==> config.mk <==
export PLATFORM = sky130hd
export DESIGN_NAME = transfer_sequencer
export DESIGN_NICKNAME = d
export VERILOG_FILES = /design/src/rtl/transfer_sequencer.sv
export SDC_FILE = /design/constraint.sdc
export NUM_CORES = 1
export LEC_CHECK = 0
export BUFFER_PORTS_ARGS = -buffer_cell sky130_fd_sc_hd__buf_2
export CORE_UTILIZATION = 30
export CTS_BUF_LIST = sky130_fd_sc_hd__clkbuf_4 sky130_fd_sc_hd__clkbuf_8
export CTS_CLUSTER_SIZE = 8
export DETAILED_ROUTE_END_ITERATION = 7
export PLACE_DENSITY = 0.6
export SLEW_MARGIN = 20
export SYNTH_ARGS = -nofsm -noshare
export SYNTH_HDL_FRONTEND = slang
export SYNTH_SLANG_ARGS = --single-unit
==> constraint.sdc <==
create_clock -name clk -period 1.48 [get_ports clk]
set_input_delay 0.296 -clock clk [delete_from_list [all_inputs] [get_ports clk]]
set_output_delay 0.296 -clock clk [all_outputs]
set_load 0.01 [all_outputs]
==> src/rtl/transfer_sequencer.sv <==
// transfer_sequencer: top-level sequencer for the UART-to-SD capture path.
// It arms the receive stage, hands the filled FIFO to the drain stage and
// waits for the SD commit. It also latches the error code and the last frame
// CRC, counts committed frames, and exposes a status byte for the display.
//
// Optional feature: define SEQ_WATCHDOG_EN to add a per-state watchdog. Any
// active state that lasts TIMEOUT_CYCLES clocks then goes to ERROR with
// code 4'hF. Without the macro the states wait indefinitely.
module transfer_sequencer #(
  parameter logic [15:0] TIMEOUT_CYCLES = 16'd50000
) (
  input  logic       clk,
  input  logic       reset,
  input  logic       start,
  input  logic       sd_init_done,
  input  logic       com_finish,
  input  logic [3:0] com_error,
  input  logic [7:0] com_crc,
  input  logic       fifo_empty,
  input  logic       fifo_full,
  input  logic       out_finish,
  input  logic       sd_write_finish,
  output logic       com_enable,
  output logic       out_enable,
  output logic       busy,
  output logic       done,
  output logic [3:0] error_code,
  output logic [7:0] last_crc,
  output logic [7:0] frame_count,
  output logic [7:0] status
);

  // The display decodes this encoding, so the values are fixed.
  typedef enum logic [2:0] {
    S_IDLE    = 3'd0,
    S_WAIT_SD = 3'd1,
    S_RECEIVE = 3'd2,
    S_DRAIN   = 3'd3,
    S_COMMIT  = 3'd4,
    S_DONE    = 3'd5,
    S_ERROR   = 3'd6
  } state_e;

  state_e     state_q, state_d;
  logic [3:0] error_code_q, error_code_d;
  logic [7:0] last_crc_q, last_crc_d;
  logic [7:0] frame_count_q, frame_count_d;
  logic       com_enable_q, out_enable_q, busy_q, done_q;

`ifdef SEQ_WATCHDOG_EN
  logic [15:0] wd_cnt_q, wd_cnt_d;
  logic        wd_active;
`else
  // TIMEOUT_CYCLES only matters when the watchdog is built in.
  logic        unused_timeout;
  assign unused_timeout = ^TIMEOUT_CYCLES;
`endif

  // Next-state, error/CRC capture, frame counting and the optional watchdog.
  always_comb begin
    // NOTE: every signal gets its hold value first, so no path through the
    // case statement leaves one unassigned and infers a latch.
    state_d       = state_q;
    error_code_d  = error_code_q;
    last_crc_d    = last_crc_q;
    frame_count_d = frame_count_q;

    unique case (state_q)
      S_IDLE:    if (start) state_d = S_WAIT_SD;
      S_WAIT_SD: if (sd_init_done) state_d = S_RECEIVE;
      S_RECEIVE: begin
        if (com_finish) last_crc_d = com_crc;
        // An overflow beats a frame completing in the same cycle.
        if (fifo_full) begin
          state_d      = S_ERROR;
          error_code_d = 4'h8;
        end else if (com_finish && (com_error != 4'h0)) begin
          state_d      = S_ERROR;
          error_code_d = {1'b0, com_error[2:0]} | 4'h1;
        end else if (com_finish) begin
          state_d = S_DRAIN;
        end
      end
      // A drain-stage finish only counts once the FIFO is really empty.
      S_DRAIN:   if (fifo_empty && out_finish) state_d = S_COMMIT;
      S_COMMIT:  if (sd_write_finish) state_d = S_DONE;
      S_DONE: begin
        frame_count_d = frame_count_q + 8'd1;
        state_d       = S_IDLE;
      end
      S_ERROR: begin
        if (start) begin
          state_d      = S_IDLE;
          error_code_d = 4'h0;
        end
      end
      default:   state_d = S_IDLE;
    endcase

`ifdef SEQ_WATCHDOG_EN
    wd_active = (state_q == S_WAIT_SD) || (state_q == S_RECEIVE) ||
                (state_q == S_DRAIN)   || (state_q == S_COMMIT);
    // A real transition on the expiry edge wins over the timeout.
    if (wd_active && (state_d == state_q) &&
        (wd_cnt_q == TIMEOUT_CYCLES - 16'd1)) begin
      state_d      = S_ERROR;
      error_code_d = 4'hF;
    end
    if (state_d != state_q) wd_cnt_d = 16'd0;
    else if (wd_active)     wd_cnt_d = wd_cnt_q + 16'd1;
    else                    wd_cnt_d = 16'd0;
`endif
  end

  // State and Moore outputs. The outputs are decoded from the next state, so
  // they change on the same edge as the state register.
  always_ff @(posedge clk) begin
    // NOTE: sequential state uses non-blocking assignments only, so every
    // register samples the pre-edge values regardless of statement order.
    if (reset) begin
      state_q       <= S_IDLE;
      error_code_q  <= 4'h0;
      last_crc_q    <= 8'h00;
      frame_count_q <= 8'h00;
      com_enable_q  <= 1'b0;
      out_enable_q  <= 1'b0;
      busy_q        <= 1'b0;
      done_q        <= 1'b0;
`ifdef SEQ_WATCHDOG_EN
      wd_cnt_q      <= 16'd0;
`endif
    end else begin
      state_q       <= state_d;
      error_code_q  <= error_code_d;
      last_crc_q    <= last_crc_d;
      frame_count_q <= frame_count_d;
      com_enable_q  <= (state_d == S_RECEIVE);
      out_enable_q  <= (state_d == S_DRAIN) || (state_d == S_COMMIT);
      busy_q        <= (state_d != S_IDLE) && (state_d != S_ERROR);
      done_q        <= (state_d == S_DONE);
`ifdef SEQ_WATCHDOG_EN
      wd_cnt_q      <= wd_cnt_d;
`endif
    end
  end

  assign com_enable  = com_enable_q;
  assign out_enable  = out_enable_q;
  assign busy        = busy_q;
  assign done        = done_q;
  assign error_code  = error_code_q;
  assign last_crc    = last_crc_q;
  assign frame_count = frame_count_q;
  assign status      = {1'b0, state_q, error_code_q};

endmodule

==> metrics.cfg <==
[min_path]
holdCritPathClass = in2reg

[synth]
ys_async_sr_fraction_pct = 0
ys_types = 38
yosysWarnings = 0
yosys_most_used_dff = dfxtp_1
synth_nets = 149
yosysSeqAreaShare_pct = 45.62
synth-edff-count = 0
synth_seq_cells = 27
syn_area_mm2 = 0.001185
synthCells = 127
syn-mean-instance-area_um2 = 9.330

[finish]
instances_no_fill = 227
fin_util_pct = 42.42
mostFrequentLayoutCell = buf_2
layout_common_cells = buf_2, nor2_1, dfxtp_1, mux2i_1, buf_4
n_antenna_cell = 0
area_delta_synth_final_pct = 33.05
layout.nets = 202
drive_gt1_share_pct = 42.46

[floorplanning]
core_area_mm2 = 0.003716
die_w_um = 64.85
dieArea_mm2 = 0.004205
initial_core_util_pct = 31.89
die_y_um = 64.85
pin_count = 53
rows = 22

[outcome]
run_status = completed

[drt]
routed_wl_mm = 2.661
num_vias = 1041
drc = 0
routedWlPerCell_um = 11.72
drt_iter0_drc = 18
postRouteAntennaNets = 0
via_per_inst = 4.586
detail_route.first_pass.iterations = 4

[job]
cap_violations = 0

[timing]
fmax_mhz = 715.6
min_period_ps = 1397
setup_viol = 0
hold_viol = 0
slew_viol_final = 0
post-route-period-util_pct = 94.42
finClkSkew_ps = 6.210
fin_tns_setup_ps = 0
rsz0062_at_grt = no
whs_ps = 250.1

[global_routing]
grt_max_degree = 16
overflow = 0
grt_pass1_vias = 948
antenna_found_initial = 0
grt_pass1_wl_mm = 4.167
grt_usage_pct = 12.99

[clocking]
root_buffer = clkbuf_8
clkTransAtPathRegs_ps = 90
cts_buffers = 3
postCtsSetupRepairBufs = 0
tritoncts = done
holdBufCountCts = 0
clk_latency_ps = 270
htree_levels = 1
cts.repair.resized = 0
cts.sink_count = 27
clockBufferDepth = 2

[placement]
place.gp.congestion = 0.7941
dp_cells = 223
hpwl_mm = 2.064
portBuffers = 51

[power]
total_power_mw = 1.433
p_leak_nw = 0.7368
cellPowerDensity_mw_per_mm2 = 909.2
irDropWorstVdd_uv = 324.3

[critical_path]
start_kind = register
end_kind = register
crit_fanout = 8
arrival_ps = 1620
crit_type = reg2reg
required_ps = 1700

synth_stat cells (all sizes together) (2+ instances only):
master / number / area, um^2
clkbuf: 3 / 11.26
and3: 3 / 20.02
a21oi: 7 / 42.54
xnor2: 3 / 26.28
o21ai: 3 / 18.77
dfxtp: 27 / 540.5
nor4: 2 / 12.51
inv: 3 / 11.26
xor2: 5 / 43.79
a22o: 2 / 18.77
o21a: 2 / 15.01
buf: 9 / 57.56
nand3: 2 / 10.01
nor2: 25 / 93.84
nand4: 2 / 12.51
nand2: 4 / 15.01
mux2i: 9 / 90.09
worst paths after layout:
kind	from	to	slack (ps)	cells after the start
worst max-delay path	state_q[2]	com_enable	80	4
worst min-delay path	com_crc[3]	last_crc[3]	250	3
worst max register to register	state_q[2]	com_enable	80	4
worst min register to register	error_code[0]	error_code[0]	480	1
worst max-delay path, cell delays in order, from the launching register on:
cell	delay (ps)
dfxtp_2	400
mux2_2	350
o211ai_1	200
o21a_1	220
and3_2	180
layout make-up:
| class | count | area [um^2] |
|---|---|---|
| clock buffers | 3 | 41.29 |
| clock inverters | 1 | 5.005 |
| fillers | 381 | 2140 |
| inverters | 3 | 11.26 |
| multi-input cells | 85 | 580.6 |
| flip-flops and latches | 27 | 543.0 |
| well taps | 48 | 60.06 |
| repair buffers | 60 | 335.3 |
registers in the layout (all words and copies together), names as in the netlist:
signal	count
frame_count	8
last_crc	8
error_code	4
state_q	3
busy	1
com_enable	1
done	1
out_enable	1
metrics by stage:
stage / worst slack [ps] / area (um^2)
floorplan: 17.85 / 1190
global placement: 22.50 / 1511
detailed placement: -6.824 / 1511
CTS: 20.06 / 1558
global route: 5.101 / 1577
finish: 82.57 / 1577
logic make-up (layout without fill, tap and decap cells):
| family | Yosys count | in the layout | share of synthesized area (%) |
|---|---|---|---|
| and+or+nand+nor | 44 | 44 | 17.42 |
| other | 1 | 1 | 0.3165 |
| DFF | 27 | 27 | 45.62 |
| adders and majority gates | 1 | 1 | 1.056 |
| xor gates and xnor gates | 8 | 8 | 5.914 |
| muxes | 10 | 10 | 8.554 |
| AOI/OAI and AO/OA | 21 | 21 | 14.36 |
| buffers and inverters | 15 | 67 | 6.758 |
power by group:
group	leakage, nW	internal, mW	switching [mW]
sequential	0.219	0.753	0.0215
clock	0.0255	0.189	0.225
combinational	0.492	0.117	0.129
total	0.737	1.06	0.375
routing by layer:
layer	global-route usage, %	routed length (um)	vias to the layer above
li1	-	-	531
met1	16.81	1231	467
met2	20.05	1171	38
met3	3.345	213	5
met4	5.833	44	0
met5	0	0	-
Power figures use the tool's default switching activity.
